File: src/rtl/mem_ctrl_pkg.sv
// Shared types and constants for the byte-serial data-memory controller.
// State encodings, bus widths and the lane-to-byte-offset mapping live here.
package mem_ctrl_pkg;

  localparam int unsigned RAM_BUS_W  = 32;
  localparam int unsigned BYTE_BUS_W = 8;
  localparam int unsigned NUM_LANES  = RAM_BUS_W / BYTE_BUS_W;

  typedef enum logic [1:0] {
    MC_IDLE = 2'd0,
    MC_BUSY = 2'd1,
    MC_DONE = 2'd2
  } mc_state_e;

  // Lane 3 carries data[31:24] and sits at the lowest byte address.
  localparam logic [1:0] LANE3_OFFSET = 2'd0;
  localparam logic [1:0] LANE2_OFFSET = 2'd1;
  localparam logic [1:0] LANE1_OFFSET = 2'd2;
  localparam logic [1:0] LANE0_OFFSET = 2'd3;

  function automatic logic [1:0] lane_offset(input logic [1:0] lane);
    logic [1:0] off;
    case (lane)
      2'd3:    off = LANE3_OFFSET;
      2'd2:    off = LANE2_OFFSET;
      2'd1:    off = LANE1_OFFSET;
      default: off = LANE0_OFFSET;
    endcase
    return off;
  endfunction

  function automatic logic [NUM_LANES-1:0] lanes_below(input logic [1:0] lane);
    return (NUM_LANES'(1) << lane) - NUM_LANES'(1);
  endfunction

endpackage

File: src/rtl/mem_ctrl_if.sv
// MEM-stage request/response and 8-bit RAM port bundle for mem_ctrl.
// slave is the controller's view, master is the pipeline/RAM side.
interface mem_ctrl_if
  import mem_ctrl_pkg::*;
#(
  parameter int unsigned RAM_ADDR_W = 32
);
  logic                  mem_ce_i;
  logic                  mem_we_i;
  logic [RAM_BUS_W-1:0]  mem_addr_i;
  logic [NUM_LANES-1:0]  mem_sel_i;
  logic [RAM_BUS_W-1:0]  mem_data_i;
  logic [RAM_BUS_W-1:0]  mem_data_o;
  logic                  stallreq_o;
  logic [RAM_ADDR_W-1:0] ram_addr_o;
  logic                  ram_wr_o;
  logic [BYTE_BUS_W-1:0] ram_dout_o;
  logic [BYTE_BUS_W-1:0] ram_din_i;

  modport slave (
    input  mem_ce_i, mem_we_i, mem_addr_i, mem_sel_i, mem_data_i, ram_din_i,
    output mem_data_o, stallreq_o, ram_addr_o, ram_wr_o, ram_dout_o
  );

  modport master (
    output mem_ce_i, mem_we_i, mem_addr_i, mem_sel_i, mem_data_i, ram_din_i,
    input  mem_data_o, stallreq_o, ram_addr_o, ram_wr_o, ram_dout_o
  );
endinterface

File: src/rtl/mem_ctrl_lane_pick.sv
// Priority pick of the highest selected lane at or below a lane pointer.
// Purely combinational; shareable with an instruction-fetch controller.
module mem_ctrl_lane_pick
  import mem_ctrl_pkg::*;
(
  input  logic [NUM_LANES-1:0] sel,
  input  logic [1:0]           ptr,
  output logic                 hit,
  output logic [1:0]           lane
);

  always_comb begin
    hit  = 1'b0;
    lane = 2'd0;
    // Ascending scan: the last match wins, giving the highest eligible lane.
    for (int unsigned i = 0; i < NUM_LANES; i++) begin
      if ((i <= 32'(ptr)) && sel[i]) begin
        hit  = 1'b1;
        lane = i[1:0];
      end
    end
  end

endmodule

File: src/rtl/mem_ctrl.sv
// Data-memory controller: turns a 32-bit lane-selected MEM request into byte-serial
// RAM transfers and stalls the pipeline until done. Optional: MEMCTRL_PERF_CNT_EN.
module mem_ctrl
  import mem_ctrl_pkg::*;
#(
  parameter int unsigned RAM_ADDR_W = 32,
  parameter int unsigned RD_LAT     = 1
) (
  input  logic        clk,
  input  logic        rst,
  mem_ctrl_if.slave   bus
`ifdef MEMCTRL_PERF_CNT_EN
  ,
  output logic [31:0] perf_access_o,
  output logic [31:0] perf_stall_o
`endif
);

  mc_state_e             state_q, state_d;
  logic                  we_q;
  logic [29:0]           addr_q;
  logic [NUM_LANES-1:0]  sel_q;
  logic [RAM_BUS_W-1:0]  wdata_q;
  logic [RAM_BUS_W-1:0]  rdata_q, rdata_d;
  logic [1:0]            ptr_q, ptr_d;
  logic                  pend_q, pend_d;
  logic [1:0]            pend_lane_q, pend_lane_d;
  logic                  issued_q, issued_d;

  logic                  latch;
  logic                  issue;
  logic                  stall;
  logic                  hit;
  logic [1:0]            lane;
  logic                  more;

  mem_ctrl_lane_pick u_lane_pick (
    .sel  (sel_q),
    .ptr  (ptr_q),
    .hit  (hit),
    .lane (lane)
  );

  assign more = |(sel_q & lanes_below(lane));

  always_comb begin
    state_d     = state_q;
    ptr_d       = ptr_q;
    pend_d      = 1'b0;
    pend_lane_d = pend_lane_q;
    issued_d    = issued_q;
    latch       = 1'b0;
    issue       = 1'b0;
    stall       = 1'b0;
    unique case (state_q)
      MC_IDLE: begin
        stall = bus.mem_ce_i;
        if (bus.mem_ce_i) begin
          latch    = 1'b1;
          ptr_d    = 2'd3;
          issued_d = 1'b0;
          state_d  = (bus.mem_sel_i == '0) ? MC_DONE : MC_BUSY;
        end
      end
      MC_BUSY: begin
        stall = 1'b1;
        if (issued_q) begin
          // Loads only: the last lane's byte is captured this cycle.
          state_d = MC_DONE;
        end else if (hit) begin
          issue = 1'b1;
          ptr_d = lane - 2'd1;
          if (we_q) begin
            if (!more) state_d = MC_DONE;
          end else begin
            pend_d      = 1'b1;
            pend_lane_d = lane;
            issued_d    = !more;
          end
        end else begin
          state_d = MC_DONE;
        end
      end
      MC_DONE: state_d = MC_IDLE;
      default: state_d = MC_IDLE;
    endcase
  end

  always_comb begin
    rdata_d = rdata_q;
    if (latch) begin
      rdata_d = '0;
    end else if (pend_q) begin
      rdata_d[{pend_lane_q, 3'b000} +: BYTE_BUS_W] = bus.ram_din_i;
    end
  end

  always_ff @(posedge clk or negedge rst) begin
    if (!rst) begin
      state_q     <= MC_IDLE;
      we_q        <= 1'b0;
      addr_q      <= '0;
      sel_q       <= '0;
      wdata_q     <= '0;
      rdata_q     <= '0;
      ptr_q       <= 2'd3;
      pend_q      <= 1'b0;
      pend_lane_q <= 2'd0;
      issued_q    <= 1'b0;
    end else begin
      state_q     <= state_d;
      rdata_q     <= rdata_d;
      ptr_q       <= ptr_d;
      pend_q      <= pend_d;
      pend_lane_q <= pend_lane_d;
      issued_q    <= issued_d;
      if (latch) begin
        we_q    <= bus.mem_we_i;
        addr_q  <= bus.mem_addr_i[31:2];
        sel_q   <= bus.mem_sel_i;
        wdata_q <= bus.mem_data_i;
      end
    end
  end

  // RAM strobes derive from the state register so reset removes them at once.
  assign bus.ram_wr_o   = issue & we_q;
  assign bus.ram_addr_o = issue ? RAM_ADDR_W'({addr_q, lane_offset(lane)}) : '0;
  assign bus.ram_dout_o = (issue & we_q) ? wdata_q[{lane, 3'b000} +: BYTE_BUS_W] : '0;
  assign bus.mem_data_o = rdata_q;
  assign bus.stallreq_o = stall;

`ifdef MEMCTRL_PERF_CNT_EN
  logic [31:0] perf_access_q;
  logic [31:0] perf_stall_q;

  always_ff @(posedge clk or negedge rst) begin
    if (!rst) begin
      perf_access_q <= '0;
      perf_stall_q  <= '0;
    end else begin
      if (latch) perf_access_q <= perf_access_q + 32'd1;
      if (stall) perf_stall_q  <= perf_stall_q + 32'd1;
    end
  end

  assign perf_access_o = perf_access_q;
  assign perf_stall_o  = perf_stall_q;
`endif

  // Word-aligned addressing drops addr[1:0]; RD_LAT is fixed at 1 in this revision.
  logic unused_bits;
  assign unused_bits = ^{bus.mem_addr_i[1:0], RD_LAT[0]};

endmodule

File: src/flat_wrapper.sv
// flat-port wrapper written by rule: the top's interface ports become plain ports
module mem_ctrl_flat import mem_ctrl_pkg::*;
#(
  parameter int unsigned RAM_ADDR_W = 32,
  parameter int unsigned RD_LAT     = 1
)
  (clk, rst, bus_mem_ce_i, bus_mem_we_i, bus_mem_addr_i, bus_mem_sel_i, bus_mem_data_i, bus_ram_din_i, bus_mem_data_o, bus_stallreq_o, bus_ram_addr_o, bus_ram_wr_o, bus_ram_dout_o);
  mem_ctrl_if #(.RAM_ADDR_W(RAM_ADDR_W)) bus_i ();
  input  logic clk;
  input  logic rst;
  input wire logic [$bits(bus_i.mem_ce_i)-1:0] bus_mem_ce_i;
  input wire logic [$bits(bus_i.mem_we_i)-1:0] bus_mem_we_i;
  input wire logic [$bits(bus_i.mem_addr_i)-1:0] bus_mem_addr_i;
  input wire logic [$bits(bus_i.mem_sel_i)-1:0] bus_mem_sel_i;
  input wire logic [$bits(bus_i.mem_data_i)-1:0] bus_mem_data_i;
  input wire logic [$bits(bus_i.ram_din_i)-1:0] bus_ram_din_i;
  output wire logic [$bits(bus_i.mem_data_o)-1:0] bus_mem_data_o;
  output wire logic [$bits(bus_i.stallreq_o)-1:0] bus_stallreq_o;
  output wire logic [$bits(bus_i.ram_addr_o)-1:0] bus_ram_addr_o;
  output wire logic [$bits(bus_i.ram_wr_o)-1:0] bus_ram_wr_o;
  output wire logic [$bits(bus_i.ram_dout_o)-1:0] bus_ram_dout_o;
  assign bus_i.mem_ce_i = bus_mem_ce_i;
  assign bus_i.mem_we_i = bus_mem_we_i;
  assign bus_i.mem_addr_i = bus_mem_addr_i;
  assign bus_i.mem_sel_i = bus_mem_sel_i;
  assign bus_i.mem_data_i = bus_mem_data_i;
  assign bus_i.ram_din_i = bus_ram_din_i;
  assign bus_mem_data_o = bus_i.mem_data_o;
  assign bus_stallreq_o = bus_i.stallreq_o;
  assign bus_ram_addr_o = bus_i.ram_addr_o;
  assign bus_ram_wr_o = bus_i.ram_wr_o;
  assign bus_ram_dout_o = bus_i.ram_dout_o;
  mem_ctrl #(.RAM_ADDR_W(RAM_ADDR_W), .RD_LAT(RD_LAT)) u_core (.clk(clk), .rst(rst), .bus(bus_i));
endmodule
File: config.mk
export PLATFORM = sky130hd
export DESIGN_NAME = mem_ctrl_flat
export DESIGN_NICKNAME = d
export VERILOG_FILES = /design/src/rtl/mem_ctrl_pkg.sv /design/src/rtl/mem_ctrl_if.sv /design/src/rtl/mem_ctrl_lane_pick.sv /design/src/rtl/mem_ctrl.sv /design/src/flat_wrapper.sv
export SDC_FILE = /design/constraint.sdc
export NUM_CORES = 1
export LEC_CHECK = 0
export ABC_AREA = 1
export CAP_MARGIN = 20
export CORE_ASPECT_RATIO = 0.75
export CORE_MARGIN = 8
export CORE_UTILIZATION = 45
export DETAILED_ROUTE_END_ITERATION = 10
export GPL_TIMING_DRIVEN = 0
export PLACE_DENSITY = 0.77
export SYNTH_ARGS = -nofsm -noshare
export SYNTH_HDL_FRONTEND = slang
export SYNTH_HIERARCHICAL = 1
export SYNTH_SLANG_ARGS = --single-unit
File: constraint.sdc
create_clock -name clk -period 3.2 [get_ports clk]
set_input_delay 0.64 -clock clk [delete_from_list [all_inputs] [get_ports clk]]
set_output_delay 0.64 -clock clk [all_outputs]
set_load 0.05 [all_outputs]
== Yosys cells after proc, flatten, opt, wreduce, memory -nomap -nowiden ==
Index checks and enable logic that the tools add are counted.
Word-level totals
  register bits after elaboration: 107
  input bits: 80
  output and inout bits: 74
  word-level logic and storage cells: 85
Operators by class
  add/subtract/negate cells: 3
  order comparisons: 3
  equal/unequal tests: 9
  shifts and indexed selects: 4
  muxes and demuxes: 39
  bitwise operators: 4
  reductions and logical operators: 13
Operators by type and width (number)
  $mux W32: 3
  $bwmux W32: 1
  $shift A8 B7 Y32 const A: 1
  $shiftx A32 B6 Y8: 1
  $shiftx A8 B7 Y32: 1
  $mux W2: 11
  $mux W1: 18
  $mux W8: 1
  $pmux W2 S2: 2
  $reduce_and A4 Y1: 2
  $neg A5 Y7: 1
  $pmux W2 S3: 1
  $and A4 B4 Y4: 1
  $eq A2 B1 Y1 const B: 2
  $eq A2 B2 Y1 const B: 2
  $le A2 B2 Y1 const A: 2
  $logic_not A4 Y1: 1
  $ne A2 B2 Y1 const B: 2
  $ne A4 B2 Y1 const B: 1
  $ne A4 B3 Y1 const B: 1
  $pmux W1 S2: 2
  $reduce_bool A2 Y1: 2
  $reduce_or A4 Y1: 1
  $shl A1 B2 Y4 const A: 1
  other kinds (11): 14

== Depth between registers and ports, before layout ==
  word-level depth: 14
  gate-level depth with buffers: 18
  depth with buffers taken out: 16

== Modules after synthesis ==
Netlist, hierarchy kept.
Modules (own cells, without submodules)
  mem_ctrl: times used 1, cells each 607, area each 4952.2 um^2, sequential area each 2680.1 um^2
  mem_ctrl_lane_pick: times used 1, cells each 11, area each 52.6 um^2, sequential area each 0.0 um^2

== Least setup slack after synthesis ==
OpenSTA, ideal clock, no wires.
  path type: reg-to-output
  start: register u_core.ptr_q[1]
  end: output port bus_ram_addr_o[1]
  data arrival time: 2.313 ns
  required time: 2.560 ns
  slack: 0.247 ns
  stages on the path, launching flop included: 11
  path buffers: 2
  cell sequence: dfstp_2 nand2_1 nand2_1 nand2_1 buf_2 inv_1 buf_2 ha_1 inv_1 ha_1 nor2_1
On the way
  elaborated cells between the ends (all ways): 20
  those cells by class: order compare (3); eq/ne (3); mux (11); reduce/logical (3)
RTL lines
  start, declared: RTL line mem_ctrl.sv:25  | logic [1:0] ptr_q, ptr_d;
  start signal, assigned: RTL line mem_ctrl.sv:113  | ptr_q <= ptr_d;
  $le A1 B2 Y1: RTL line mem_ctrl_lane_pick.sv:17  | if ((i <= 32'(ptr)) && sel[i]) begin
  $logic_and A1 B1 Y1: RTL line mem_ctrl_lane_pick.sv:17
  $mux W1: RTL line mem_ctrl_lane_pick.sv:17
  $mux W2: RTL line mem_ctrl_lane_pick.sv:17
  $mux W2 (*): RTL line mem_ctrl_lane_pick.sv:17
  net u_core.lane[0]: RTL line mem_ctrl.sv:34  | logic [1:0] lane;
  $eq A2 B1 Y1 / $eq A2 B2 Y1 (equally long branches): RTL line mem_ctrl_pkg.sv:23  | case (lane)
  $pmux W2 S3 (*): RTL line mem_ctrl_pkg.sv:23
  $mux W32 (*): RTL line mem_ctrl.sv:128  | assign bus.ram_addr_o = issue ? RAM_ADDR_W'({addr_q, lane_offset(lane)}) : '0;
  end, declared: RTL line flat_wrapper.sv:19  | output wire logic [$bits(bus_i.ram_addr_o)-1:0] bus_ram_addr_o;
The timed path passes the listed nets; every way through them passes the cells marked *.

== Worst setup path in the final report ==
  start: register u_core.ptr_q[1]
  end: output port bus_ram_addr_o[24]
On the way
  cells in the longest elaborated chain, start to end: 9
  elaborated cells between the ends (all ways): 13
  those cells by class: order compare (3); mux (7); reduce/logical (3)
RTL lines
  $le A1 B2 Y1: RTL line mem_ctrl_lane_pick.sv:17
  $logic_and A1 B1 Y1: RTL line mem_ctrl_lane_pick.sv:17
  $mux W1 (2 in series): RTL line mem_ctrl_lane_pick.sv:17
  $mux W1 (*): RTL line mem_ctrl_lane_pick.sv:17
  net u_core.hit: RTL line mem_ctrl.sv:33  | logic hit;
  $mux W1 (*): RTL line mem_ctrl.sv:70  | end else if (hit) begin
  $mux W1 (*): RTL line mem_ctrl.sv:67  | if (issued_q) begin
  $mux W1 (*): RTL line mem_ctrl.sv:55  | unique case (state_q)
  $mux W32 (*): RTL line mem_ctrl.sv:128
Marked as above.

==> results.json <==
{
  "status": "complete, no violations",
  "num_vias": 4647,
  "drt_first_iter_violations": 333,
  "r2r_setup_slack_ns": 0.77,
  "crit_path_max_fanout": 10,
  "cts_setup_buffers": 0,
  "grt_usage_pct": 19.7,
  "grt_max_degree": 74,
  "synthAdderAreaFrac_pct": 2.50,
  "ant_nets": 0,
  "netlist_area_mm2": 0.00500,
  "tightest_slew_ns": 0.598,
  "combPwrFrac_pct": 48.3,
  "drc_errors": 0,
  "synth_area_leaders": "dfrtp_1 53%, nand2_1 14%, o21ai_0 6.6%, nor2_1 5.6%, inv_1 5.3%",
  "seqPwrFrac_pct": 33.0,
  "n_fill_cell": 949,
  "timing.hold.ws_ns": 0.251,
  "startpoint_type": "flop",
  "p_leak_uw": 0.00343,
  "netlist.area_leader.share_pct": 52.5,
  "ios": 154,
  "final_cell_mix": "185 x nand2_1, 108 x clkdlybuf4s50_1, 105 x dfrtp_1",
  "clock_latency_ns": 0.34,
  "r2r_start": "u_core/ptr_q[1]",
  "timing.rr.end": "u_core/state_q[1]",
  "p_clk_share_pct": 18.8,
  "die-area_mm2": 0.0148,
  "synth_mux_area_share_pct": 0,
  "crit_path_end_kind": "output pin",
  "gp_congestion": 0.852,
  "p_total_uw": 6420,
  "final-setup-viol-count": 0,
  "cts.path.max_buffers": 2,
  "fp.coreArea_mm2": 0.0109,
  "io_buffers": 151,
  "period_share_pct": 94.8,
  "gr-total-overflow": 0,
  "switchingPower_uw": 2900,
  "die_h_um": 107,
  "hold_path_class": "in2async",
  "synth_compound_area_share_pct": 9.35,
  "antenna_found_initial": 0,
  "ys_ff_latch": 107,
  "power.internal_uw": 3520,
  "peakVddDrop_mv": 0.360,
  "drt_wl_total_um": 14500,
  "slew_violations": 0,
  "synthToLayoutAreaGrowth_pct": 37.9,
  "antenna_cells": 0,
  "syn_inst": 618,
  "synthSimpleGateAreaFrac_pct": 25.9,
  "yosys_warnings": 6,
  "avgSynthCellArea_um2": 8.10,
  "htree_levels": 3,
  "drive_above_1_share_pct": 12.5,
  "clk_pin_slew_worst_paths_ns": 0.07,
  "grt_pass1_vias": 4575,
  "die_x_um": 138,
  "p_sw_share_pct": 45.1,
  "synth_top_family_by_area": "simple AND/OR/NAND/NOR gates",
  "worst-setup-path-type": "reg2out",
  "skew_ns": 0.00668,
  "layout_min_cycle_time_ns": 3.03,
  "synth_top_area_cell": "dfrtp_1",
  "final_common_cell": "nand2_1",
  "rr_worst_depth": 15,
  "wire_per_inst_um": 15.7,
  "numCtsBuffers": 9,
  "max_freq_ghz": 0.329,
  "powerDensity_mw_per_mm2": 930,
  "synthXorXnorAreaFrac_pct": 0,
  "initial_utilization_pct": 45.9,
  "cts_tree": "done",
  "grt_pass1_wl_um": 23300,
  "cts_sinks": 107,
  "required_ns": 2.56,
  "hold_viol_final": 0,
  "ctsRootBufferMaster": "clkbuf_16",
  "rows": 33,
  "vias_per_cell": 5.02,
  "hpwl_um": 10900,
  "relSlewSlack_pct": 59.9,
  "ys_seq_area_share_pct": 53.6,
  "cp.arrival_ns": 2.39,
  "synth_fp_nets": 708,
  "synth.distinct_cells": 29,
  "nets": 871,
  "rsz0062_at_grt": "no",
  "cap_violations": 0,
  "dr.pass1.iters": 5
}
sequential cells by signal, indices dropped and copies added, names as in the netlist:
signal,count
u_core/addr_q,30
u_core/bus.mem_data_o,32
u_core/issued_q,1
u_core/pend_lane_q,2
u_core/pend_q,1
u_core/ptr_q,2
u_core/sel_q,4
u_core/state_q,2
u_core/wdata_q,32
u_core/we_q,1
logic make-up (layout without fill, tap and decap cells):
| group | Yosys count | after routing |
|---|---|---|
| adder cells (fa/ha/maj) | 10 | 10 |
| AND/OR/NAND/NOR | 311 | 311 |
| AO/OA/AOI/OAI | 90 | 90 |
| flip-flops | 107 | 107 |
| buffers and inverters | 100 | 268 |
cell type report:
type                            count  area (µm²)  area share (%)
Inverter                           75         290            4.21
Buffer                             25         168            2.43
Sequential cell                   107        2680            38.8
Clock buffer                       12         256            3.72
Tap cell                          140         175            2.54
Multi-Input combinational cell    411        1890            27.4
Timing Repair Buffer              152        1370            19.8
Clock inverter                      4        72.6            1.05
power groups by stage:
stage | Sequential (µW) | Combinational [µW] | Clock, µW
final | 2120 | 3100 | 1200
after global routing | 2160 | 3450 | 1280
after CTS | 2110 | 3080 | 1240
after detailed placement | 2120 | 3150 | 0
after global placement | 2110 | 3080 | 0
after floorplan | 2140 | 2120 | 0
cells in the mapped netlist:
cell,n
nor3_1,2
nand3_4,1
inv_2,3
nor3_4,1
buf_4,2
inv_4,1
nand3_1,37
a21oi_1,9
inv_1,70
nand4_1,1
buf_2,17
clkinv_1,1
o22ai_1,9
ha_1,10
nand2_2,3
nand2_8,1
o211ai_1,1
o21ai_0,66
buf_6,4
clkbuf_1,2
o21ai_1,4
nor2_4,2
nand3_2,1
nor2_1,75
dfrtp_1,105
dfstp_2,2
nand2_1,185
nor2_2,2
a21oi_2,1
how the worst max path moves through the flow:
stage / slack, ns / from / depth (start not counted) / to
floorplan: 0.25 / u_core/ptr_q[1] / 10 / bus_ram_addr_o[1]
global placement: -2.48 / rst / 1 / u_core/bus.mem_data_o[26]
detailed placement: -0.30 / u_core/ptr_q[1] / 11 / bus_ram_addr_o[1]
finish: 0.17 / u_core/ptr_q[1] / 10 / bus_ram_addr_o[24]
global route: 0.008 / u_core/ptr_q[1] / 10 / bus_ram_addr_o[25]
CTS: -0.002 / u_core/ptr_q[1] / 11 / bus_ram_dout_o[6]
timing repair:
action / CTS / global route
setup endpoints to repair: 41 / 40
hold buffers: 0 / 0
gates resized for setup: 72 / 85
worst max-delay path, cell delays in order, from the launching register on:
cell and delay (ns):
dfstp_2 0.56, nand3_2 0.10, nand2_2 0.12, inv_2 0.03, nand2_1 0.11, nand3_4 0.11, nor2_4 0.14, inv_2 0.09
buf_2 0.19, nor2_1 0.10, clkdlybuf4s15_1 0.50
per-layer routing:
| layer | global-route usage (%) | vias to the layer above | part of all wire [%] |
|---|---|---|---|
| met5 | 0 | - | 0 |
| met1 | 26.6 | 2223 | 45 |
| li1 | - | 2247 | - |
| met3 | 4.52 | 9 | 8.4 |
| met4 | 5.05 | 0 | 0.79 |
| met2 | 31.3 | 168 | 45 |
through the flow:
stage	util [%]	setup TNS [ns]	instances	setup WS [ns]	cell area (µm²)
floorplan	-	0	618	0.247	5000
global placement	61.4	-262.24	909	-2.48	6690
detailed placement	61.6	-0.639	910	-0.300	6720
CTS	64.2	-0.00237	926	-0.00209	7000
global route	63.3	0	926	0.00761	6900
finish	63.3	0	926	0.165	6900
No activity file was read; power rests on OpenSTA's default activity.
